**src/rtl/boot_pkg.sv**
```systemverilog
// boot_pkg: shared state encodings and byte/word constants for the boot loader.
// S_CHK exists only when BOOT_CHECKSUM_EN is defined.
package boot_pkg;

    localparam int BYTES_PER_WORD = 2;
    localparam int UART_DATA_BITS = 8;

    typedef enum logic [2:0] {
        S_LEN_HI,
        S_LEN_LO,
        S_WORD_HI,
        S_WORD_LO,
`ifdef BOOT_CHECKSUM_EN
        S_CHK,
`endif
        S_DONE,
        S_ERROR
    } boot_state_e;

    typedef enum logic [1:0] {
        RX_IDLE,
        RX_START,
        RX_DATA,
        RX_STOP
    } rx_state_e;

endpackage

```
**src/rtl/boot_loader_if.sv**
```systemverilog
// boot_loader_if: RAM port B write bus driven by the boot loader.
interface boot_loader_if #(
    parameter int ADDR_WIDTH = 10,
    parameter int DATA_WIDTH = 16
);

    logic [ADDR_WIDTH-1:0] RamAddr;
    logic [DATA_WIDTH-1:0] RamData;
    logic                  RamWe;

    modport master (
        output RamAddr,
        output RamData,
        output RamWe
    );

    modport slave (
        input RamAddr,
        input RamData,
        input RamWe
    );

endinterface

```
**src/rtl/uart_rx.sv**
```systemverilog
// uart_rx: 8N1 receiver with 2-flop synchronizer and mid-bit sampling.
// Emits one-cycle start, valid and framing-error strobes.
module uart_rx
    import boot_pkg::*;
#(
    parameter int CLKS_PER_BIT = 434
) (
    input  logic                      clk,
    input  logic                      rst_n,
    input  logic                      rx,
    output logic [UART_DATA_BITS-1:0] data,
    output logic                      valid,
    output logic                      ferr,
    output logic                      start
);

    localparam int CW = $clog2(CLKS_PER_BIT);
    localparam int BW = $clog2(UART_DATA_BITS);

    rx_state_e st, st_n;

    logic                      rx_s1, rx_s2, rx_d;
    logic [CW-1:0]             cnt;
    logic [BW-1:0]             bit_idx;
    logic [UART_DATA_BITS-1:0] shreg;
    logic                      fall, tick_half, tick_full;

    assign fall      = rx_d & ~rx_s2;
    assign tick_half = (cnt == CW'(CLKS_PER_BIT / 2));
    assign tick_full = (cnt == CW'(CLKS_PER_BIT - 1));

    always_ff @(posedge clk or negedge rst_n) begin
        if (!rst_n) st <= RX_IDLE;
        else        st <= st_n;
    end

    always_comb begin
        st_n = st;
        unique case (st)
            RX_IDLE:  if (fall) st_n = RX_START;
            RX_START: if (tick_half) st_n = rx_s2 ? RX_IDLE : RX_DATA;
            RX_DATA:  if (tick_full && bit_idx == BW'(UART_DATA_BITS - 1))
                          st_n = RX_STOP;
            RX_STOP:  if (tick_full) st_n = RX_IDLE;
            default:  st_n = RX_IDLE;
        endcase
    end

    always_ff @(posedge clk or negedge rst_n) begin
        if (!rst_n) begin
            rx_s1   <= 1'b1;
            rx_s2   <= 1'b1;
            rx_d    <= 1'b1;
            cnt     <= '0;
            bit_idx <= '0;
            shreg   <= '0;
            data    <= '0;
            valid   <= 1'b0;
            ferr    <= 1'b0;
            start   <= 1'b0;
        end else begin
            rx_s1 <= rx;
            rx_s2 <= rx_s1;
            rx_d  <= rx_s2;
            valid <= 1'b0;
            ferr  <= 1'b0;
            start <= 1'b0;
            // Counter restarts on every state change and every full bit.
            if (st == RX_IDLE || st_n != st || tick_full) cnt <= '0;
            else                                          cnt <= cnt + CW'(1);
            if (st == RX_START && tick_half && !rx_s2) begin
                start   <= 1'b1;
                bit_idx <= '0;
            end
            if (st == RX_DATA && tick_full) begin
                shreg   <= {rx_s2, shreg[UART_DATA_BITS-1:1]};
                bit_idx <= bit_idx + BW'(1);
            end
            if (st == RX_STOP && tick_full) begin
                valid <= 1'b1;
                ferr  <= ~rx_s2;
                data  <= shreg;
            end
        end
    end

endmodule

```
**src/rtl/boot_loader.sv**
```systemverilog
// boot_loader: loads a length-prefixed UART image into RAM port B, holding the CPU in reset.
// Define BOOT_CHECKSUM_EN to require a trailing XOR-of-data-bytes checksum byte.
module boot_loader
    import boot_pkg::*;
#(
    parameter int CLKS_PER_BIT = 434,
    parameter int ADDR_WIDTH   = 10,
    parameter int DATA_WIDTH   = 16
) (
    input  logic          Clk,
    input  logic          Rst,
    input  logic          Rx,
    boot_loader_if.master ram,
    output logic          CpuRstN,
    output logic          Busy,
    output logic          Done,
    output logic          Error
);

    localparam logic [31:0] CAP       = 32'd1 << ADDR_WIDTH;
    localparam int          WORD_BITS = BYTES_PER_WORD * UART_DATA_BITS;
`ifdef BOOT_CHECKSUM_EN
    localparam boot_state_e S_TAIL = S_CHK;
`else
    localparam boot_state_e S_TAIL = S_DONE;
`endif

    boot_state_e state, next;

    logic [UART_DATA_BITS-1:0] rx_data;
    logic                      rx_valid, rx_ferr, rx_start;
    logic                      byte_ok;
    logic [15:0]               len;
    logic [15:0]               n;
    logic [UART_DATA_BITS-1:0] hi;
    logic [WORD_BITS-1:0]      word;
    logic [ADDR_WIDTH-1:0]     addr;
    logic [DATA_WIDTH-1:0]     data;
    logic                      we;
    logic                      last;
`ifdef BOOT_CHECKSUM_EN
    logic [UART_DATA_BITS-1:0] csum;
`endif

    uart_rx #(
        .CLKS_PER_BIT(CLKS_PER_BIT)
    ) u_rx (
        .clk  (Clk),
        .rst_n(Rst),
        .rx   (Rx),
        .data (rx_data),
        .valid(rx_valid),
        .ferr (rx_ferr),
        .start(rx_start)
    );

    assign byte_ok = rx_valid & ~rx_ferr;
    assign n       = {len[15:8], rx_data};
    assign word    = {hi, rx_data};
    assign last    = (32'(addr) == 32'(len) - 32'd1);

    assign ram.RamAddr = addr;
    assign ram.RamData = data;
    assign ram.RamWe   = we;
    assign Done        = (state == S_DONE);
    assign Error       = (state == S_ERROR);
    assign CpuRstN     = (state == S_DONE);

    always_ff @(posedge Clk or negedge Rst) begin
        if (!Rst) state <= S_LEN_HI;
        else      state <= next;
    end

    always_comb begin
        next = state;
        unique case (state)
            S_LEN_HI:
                if (rx_valid) next = rx_ferr ? S_ERROR : S_LEN_LO;
            S_LEN_LO:
                if (rx_valid) begin
                    if (rx_ferr)              next = S_ERROR;
                    else if (n == 16'd0)      next = S_TAIL;
                    else if (32'(n) > CAP)    next = S_ERROR;
                    else                      next = S_WORD_HI;
                end
            S_WORD_HI:
                if (rx_valid) next = rx_ferr ? S_ERROR : S_WORD_LO;
            // The last word stays here for its write cycle, then leaves.
            S_WORD_LO:
                if (rx_valid) begin
                    if (rx_ferr)   next = S_ERROR;
                    else if (!last) next = S_WORD_HI;
                end else if (we) begin
                    next = S_TAIL;
                end
`ifdef BOOT_CHECKSUM_EN
            S_CHK:
                if (rx_valid)
                    next = (rx_ferr || rx_data != csum) ? S_ERROR : S_DONE;
`endif
            default: next = state;
        endcase
    end

    always_ff @(posedge Clk or negedge Rst) begin
        if (!Rst) begin
            len  <= '0;
            hi   <= '0;
            addr <= '0;
            data <= '0;
            we   <= 1'b0;
            Busy <= 1'b0;
        end else begin
            we <= 1'b0;
            if (we) addr <= addr + ADDR_WIDTH'(1);
            if (byte_ok && state == S_LEN_HI) len[15:8] <= rx_data;
            if (byte_ok && state == S_LEN_LO) len[7:0] <= rx_data;
            if (byte_ok && state == S_WORD_HI) hi <= rx_data;
            if (byte_ok && state == S_WORD_LO) begin
                data <= DATA_WIDTH'(word);
                we   <= 1'b1;
            end
            if (next == S_DONE || next == S_ERROR) Busy <= 1'b0;
            else if (rx_start)                      Busy <= 1'b1;
        end
    end

`ifdef BOOT_CHECKSUM_EN
    always_ff @(posedge Clk or negedge Rst) begin
        if (!Rst) begin
            csum <= '0;
        end else if (byte_ok && (state == S_WORD_HI || state == S_WORD_LO)) begin
            csum <= csum ^ rx_data;
        end
    end
`endif

endmodule
```
**src/flat_wrapper.sv**
```systemverilog
// flat-port wrapper written by rule: the top's interface ports become plain ports
module boot_loader_flat import boot_pkg::*;
#(
    parameter int CLKS_PER_BIT = 434,
    parameter int ADDR_WIDTH   = 10,
    parameter int DATA_WIDTH   = 16
)
  (Clk, Rst, Rx, CpuRstN, Busy, Done, Error, ram_RamAddr, ram_RamData, ram_RamWe);
  boot_loader_if #(.ADDR_WIDTH(ADDR_WIDTH), .DATA_WIDTH(DATA_WIDTH)) ram_i ();
  input  logic Clk;
  input  logic Rst;
  input  logic Rx;
  output logic CpuRstN;
  output logic Busy;
  output logic Done;
  output logic Error;
  output wire logic [$bits(ram_i.RamAddr)-1:0] ram_RamAddr;
  output wire logic [$bits(ram_i.RamData)-1:0] ram_RamData;
  output wire logic [$bits(ram_i.RamWe)-1:0] ram_RamWe;
  assign ram_RamAddr = ram_i.RamAddr;
  assign ram_RamData = ram_i.RamData;
  assign ram_RamWe = ram_i.RamWe;
  boot_loader #(.CLKS_PER_BIT(CLKS_PER_BIT), .ADDR_WIDTH(ADDR_WIDTH), .DATA_WIDTH(DATA_WIDTH)) u_core (.Clk(Clk), .Rst(Rst), .Rx(Rx), .ram(ram_i), .CpuRstN(CpuRstN), .Busy(Busy), .Done(Done), .Error(Error));
endmodule
```
**config.mk**
```make
export PLATFORM = sky130hd
export DESIGN_NAME = boot_loader_flat
export DESIGN_NICKNAME = d
export VERILOG_FILES = /design/src/rtl/boot_pkg.sv /design/src/rtl/boot_loader_if.sv /design/src/rtl/uart_rx.sv /design/src/rtl/boot_loader.sv /design/src/flat_wrapper.sv
export SDC_FILE = /design/constraint.sdc
export NUM_CORES = 1
export LEC_CHECK = 0
export ABC_AREA = 1
export CORE_MARGIN = 4
export CORE_UTILIZATION = 55
export CTS_BUF_LIST = sky130_fd_sc_hd__clkbuf_8
export DETAILED_ROUTE_END_ITERATION = 16
export GPL_ROUTABILITY_DRIVEN = 0
export PLACE_DENSITY_LB_ADDON = 0.05
export SYNTH_ARGS = -nofsm -noshare
export SYNTH_HDL_FRONTEND = slang
export SYNTH_HIERARCHICAL = 1
export SYNTH_SLANG_ARGS = --single-unit
```
**constraint.sdc**
```tcl
create_clock -name Clk -period 1.8 [get_ports Clk]
set_input_delay 0.36 -clock Clk [delete_from_list [all_inputs] [get_ports Clk]]
set_output_delay 0.36 -clock Clk [all_outputs]
set_load 0.05 [all_outputs]
```
==> out/metrics.cfg, run 1 <==
[global_routing]
grtUsageTotal_pct=21.6
grt_overflow_total=0
grt_pass1_vias=3760
grt_pass1_wl_um=17000
grt_max_degree=34
antenna_found_initial=0

[clocking]
cts_root_buf=clkbuf_8
h-tree-depth=3
clk_pin_slew_ns=0.09
cts_num_sinks=91
cts_tree=yes
cts_buffer_depth=2
numCtsBuffers=9
clk_latency_ns=0.36

[sta]
max_freq_mhz=535
tightest_slew_ns=0.525
clock_skew_ns=0.00663
rsz0062_at_grt=true
hold_viol=0
fin_crit_ns=1.87
setup_viol=2
relSlewSlack_pct=64.9
hold_ws_ns=0.362
worst_slack_ns=-0.0702
fin_crit_sh_pct=104
drv_slew=0
setup_tns_ns=-0.139

[setup_path]
critical_path_required_ns=2.05
cp.arrival_ns=2.12
path_cells=nor2_2 > nand2_2 > nor2_4 > nand3_1 > nand2_1 > nand2_1 > nor2_1 > nand2_1 > o21bai_2 > nand2_1 > nand2_1 > nand2_1 > nand2_2 > a21oi_2
path_buf_inv=0
critPathLaunchType=flop
cp_slowest_stage_delay_ns=0.46
path_max_fanout=5
path_common_cell=nand2_1
cp-end-kind=flop
crit_type=flop to flop
slowest_stage=dfrtp_1
crit_family=simple AND/OR/NAND/NOR gates

[detailed_routing]
drc=0
wl_per_cell_um=13.1
vias=3703
dr.pass1.iters=4
drt_wl_total_um=9620
final_antenna_net_count=0
viasPerCell=5.06
drtIter0Drc=141

[layout]
stdcell_area_um2=5410
utilization_pct=68.9
layout-drive-gt1-share_pct=19.7
antenna_cells=0
areaGrowthSynthToFinish_pct=20.1
fin_cells=732
fin_nets=634
fill_cells=647

[synthesis]
synthAdderAreaFrac_pct=1.67
synth_ff_type=dfrtp_1
synth.avg_cell_area_um2=8.01
synth-edff-count=0
synth-simple-area-share_pct=29.6
async_flop_share_pct=100
yosysUniqueCellTypes=33
synth-compound-area-share_pct=7.19
synth_top_family_by_area=simple AND/OR/NAND/NOR gates
syn_nets=571
ys_warn_count=6
synth_area_um2=4500
synthXorXnorAreaFrac_pct=3.89
synthCells=562
synth_mux_area_share_pct=0
synth_seq_cells=91
seq_area_frac_synth_pct=50.6

[place]
postPlaceCellArea_um2=5110
pre_cts_ws_ns=-0.117
dp_hpwl_um=6950
dp.cells=714
portBuffers=33

[status]
violations=negative setup slack
status=finished with violations

[pwr]
swShare_pct=23.7
switching_power_mw=0.974
powerDensity_nw_per_um2=760
p_comb_share_pct=5.5
total_power_mw=4.11
irDropWorstVdd_uv=578
leakagePower_nw=2.86
power_frac_seq_pct=53.0
clkPwrFrac_pct=41.5
p_int_mw=3.14

[floorplanning]
ios=34
core_region_area_um2=7850
rows=32
fp.dieH_um=98.5
die-area_um2=9700
start_util_pct=57.4
die_w_um=98.5

[flow_run]
drv_cap=0

[worst_hold_path]
hold_class=flop to flop

## Yosys cell counts (3+ instances only)
cell / n / area share [%]
nand2_1: 197 / 16
dfrtp_1: 88 / 49
inv_1: 62 / 5.2
nor2_1: 48 / 4.0
o21ai_0: 34 / 3.8
nand3_1: 20 / 2.2
xor2_1: 14 / 2.7
o21ai_1: 12 / 1.3
nor3_1: 11 / 1.2
nand2_2: 8 / 1.1
nor2_2: 7 / 0.97
ha_1: 6 / 1.7
xnor2_1: 6 / 1.2
a21oi_1: 5 / 0.56
inv_2: 5 / 0.42
nand4_1: 5 / 0.69
nor2_4: 5 / 1.2
clkbuf_1: 4 / 0.33
nand3b_1: 4 / 0.67
dfstp_2: 3 / 1.8
## cells by family (layout without fill, tap and decap cells)
group                    Yosys count  count (layout)
AO/OA/AOI/OAI                     59              59
XOR/XNOR                          20              20
buffers and inverters             77             145
adder cells (fa/ha/maj)            6               6
flip-flops                        91              91
AND/OR/NAND/NOR                  309             309
## per-layer routing
metal	vias to the layer above	track usage [%]	share of wire [%]
li1	1872	-	-
met1	1743	26.3	43
met2	71	37.4	51
met3	17	3.54	3.3
met4	0	10.3	2.5
met5	-	0	0
## power by group through the flow
stage | clock network [mW] | registers (mW) | logic (mW)
2_1_floorplan | 0 | 2.20 | 0.147
3_3_place_gp | 0 | 2.21 | 0.223
3_5_place_dp | 0 | 2.22 | 0.232
4_1_cts | 1.75 | 2.18 | 0.233
5_1_grt | 1.83 | 2.19 | 0.272
6_report | 1.70 | 2.18 | 0.228
## layout make-up
type	count	area [um2]	area share, %
clock buffers	9	124	2.29
clock inverters	7	123	2.27
inverters	67	251	4.65
multi-input cells	394	1950	36.0
flip-flops and latches	91	2290	42.3
well taps	102	128	2.36
repair buffers	62	546	10.1
## repair_timing
item                       in CTS  in global routing
setup endpoints to repair       3                  6
buffers inserted                1                  0
pin swaps                       4                  1
gates resized for setup         5                  8
hold endpoints to repair       22                  0
hold buffers                    1                  0
## path summary, 6_finish.rpt
path                                    from                      to  slack (ns)  depth (start not counted)
max in group asynchronous                Rst        u_core/u_rx/rx_d        0.81                          3
min in group asynchronous                Rst  u_core/ram.RamData[10]        0.43                          2
hold / removal             u_core/u_rx/rx_s1       u_core/u_rx/rx_s2        0.36                          0
hold reg to reg            u_core/u_rx/rx_s1       u_core/u_rx/rx_s2        0.36                          0
setup / recovery               u_core/len[3]             u_core/Busy       -0.07                         14
setup reg to reg               u_core/len[3]             u_core/Busy       -0.07                         14
## registers in the layout, summed over array words and instances, names as in the netlist, 2 cells and up
register / flops
u_core/ram.RamData: 16
u_core/ram.RamAddr: 10
u_core/u_rx/st: 2
u_core/len: 16
u_core/state: 3
u_core/u_rx/cnt: 9
u_core/hi: 8
u_core/u_rx/shreg: 8
u_core/u_rx/bit_idx: 3
u_core/u_rx/data: 8
## worst reg2reg max path, cell delays in order, from the launching register on
cell      delay [ns]
dfrtp_1         0.46
nor2_2          0.18
nand2_2         0.11
nor2_4          0.17
nand3_1         0.11
nand2_1         0.09
nand2_1         0.05
nor2_1          0.08
nand2_1         0.08
o21bai_2        0.13
nand2_1         0.07
nand2_1         0.06
nand2_1         0.06
nand2_2         0.07
a21oi_2         0.05
## cells in the final DEF (no fill, tap or decap), types with 2 or more instances in the layout
cell type    n
nand2_4      4
dfrtp_2      7
buf_12       6
nor2_2       8
nand2_2      6
a21oi_1      5
xnor2_1      6
nand4_1      5
o21ai_0     34
dfrtp_1     81
nand2_1    197
dfstp_2      3
buf_4       54
clkbuf_8     9
inv_2        8
nor2_1      47
nand3_1     20
inv_1       60
xor2_1      14
o21ai_2      3
nor2_4       5
bufinv_16    3
nor3_1      10
ha_1         5
o21ai_1     11
nand3b_1     4
inv_6        2
Power figures use the tool's default switching activity.
==> run 2, diff against run 1 <==
CORE_UTILIZATION = 53   (was 55)
CTS_BUF_LIST = default   (was sky130_fd_sc_hd__clkbuf_8)
==> out/metrics.cfg, run 2 (synthesis results as in run 1) <==
[layout]
utilization_pct=65.4
antenna_cells=0
layout_commonest_cell=nand2_1
layout-drive-gt1-share_pct=21.8
areaGrowthSynthToFinish_pct=19.9
stdcell_area_um2=5400
fin_nets=633
layout_common_cells=nand2_1, dfrtp_1, inv_1

[detailed_routing]
drt_wl_total_um=9310
wl_per_cell_um=12.7
dr.pass1.iters=5
vias=3701
viasPerCell=5.04
drc=0
final_antenna_net_count=0
drtIter0Drc=162

[global_routing]
grt_max_degree=36
antenna_found_initial=0
grt_pass1_vias=3566
grtUsageTotal_pct=20.3
grt_overflow_total=0
grt_pass1_wl_um=16400

[sta]
tightest_slew_ns=0.516
fin_crit_ns=1.84
relSlewSlack_pct=65.5
fin_crit_sh_pct=102
drv_slew=0
hold_viol=0
clock_skew_ns=0.0143
rsz0062_at_grt=true
max_freq_mhz=543
setup_viol=2
worst_slack_ns=-0.0425
hold_ws_ns=0.360

[setup_path]
startpoint=u_core/len[0]
crit_type=flop to flop
critical_path_required_ns=2.05
path_common_cell=nand2_1
slowest_stage=dfrtp_1
r2r-start=u_core/len[0]
cp_slowest_stage_delay_ns=0.40
cp.arrival_ns=2.09
crit_family=simple AND/OR/NAND/NOR gates
path_buf_inv=2
cp-end-kind=flop
path_cells=inv_2 > buf_4 > nand2_2 > nor2_4 > nand3_1 > nand2_1 > nand2_1 > nor2_2 > nand2_1 > o21bai_2 > nand2_1 > nand2_1 > nand2_1 > nand2_2 > a21oi_2
path_max_fanout=6
critPathLaunchType=flop

[pwr]
total_power_mw=3.75
leakagePower_nw=2.83
irDropWorstVdd_uv=412
powerDensity_nw_per_um2=695

[floorplanning]
core_region_area_um2=8260
fp.dieH_um=100
rows=33
ios=34
die-area_um2=10000
start_util_pct=54.5
die_w_um=100

[place]
dp_hpwl_um=6910
postPlaceCellArea_um2=5070
pre_cts_ws_ns=-0.0834
portBuffers=33

[clocking]
cts_root_buf=clkbuf_8
cts_num_sinks=91
numCtsBuffers=9
h-tree-depth=3
cts_tree=yes
clk_latency_ns=0.37
cts_buffer_depth=2
clk_pin_slew_ns=0.10

[worst_hold_path]
min_from=u_core/u_rx/rx_s1
hold_class=flop to flop

[flow_run]
drv_cap=0

[status]
violations=negative setup slack
status=finished with violations

run 2: cell types whose count changed in the layout (fill, tap and decap cells not counted), sizes merged:
cell and change:
bufinv -3, buf -1, clkbuf +1, clkinv +1, clkinvlp +1
run 2: per-stage QoR:
stage	setup TNS, ns	instances
3_5_place_dp	-0.143	711
6_report	-0.0652	734
3_3_place_gp	-0.0422	711
5_1_grt	-0.482	734
2_1_floorplan	0	562
4_1_cts	-0.101	730
run 2: final cells by class:
| class | instances | area [um2] |
|---|---|---|
| clock inverters | 6 | 56.3 |
| multi-input cells | 394 | 1990 |
| repair buffers | 61 | 538 |
| flip-flops and latches | 91 | 2290 |
| fillers | 714 | 2860 |
| clock buffers | 10 | 138 |
| well taps | 105 | 131 |
| inverters | 67 | 251 |
run 2: report_power, final:
group          total [mW]  switching, mW  internal [mW]
clock network        1.35          0.778          0.571
logic               0.226          0.134         0.0918
registers            2.18         0.0719           2.11
total                3.75          0.984           2.77
run 2: path summary, 6_finish.rpt:
path / to / depth (start not counted) / slack (ns)
min: u_core/u_rx/rx_s2 / 0 / 0.36
max: u_core/Busy / 15 / -0.04
min in group asynchronous: u_core/ram.RamAddr[0] / 2 / 0.45
max in group asynchronous: u_core/u_rx/rx_d / 3 / 0.78
max reg2reg: u_core/Busy / 15 / -0.04
min reg2reg: u_core/u_rx/rx_s2 / 0 / 0.36
run 2: timing repair:
item                       CTS  global route
pin swaps                    5             8
buffers inserted             2             4
hold buffers                 1             0
hold endpoints to repair    26             0
setup endpoints to repair    4            13
gates resized for setup     12            17
run 2: layer usage:
metal / up-vias / share of wire [%] / global-route usage, %
met1: 1743 / 49 / 28.7
met3: 12 / 4.0 / 2.99
met2: 72 / 46 / 31.9
met4: 0 / 1.8 / 7.36
li1: 1874 / - / -
met5: - / 0 / 0
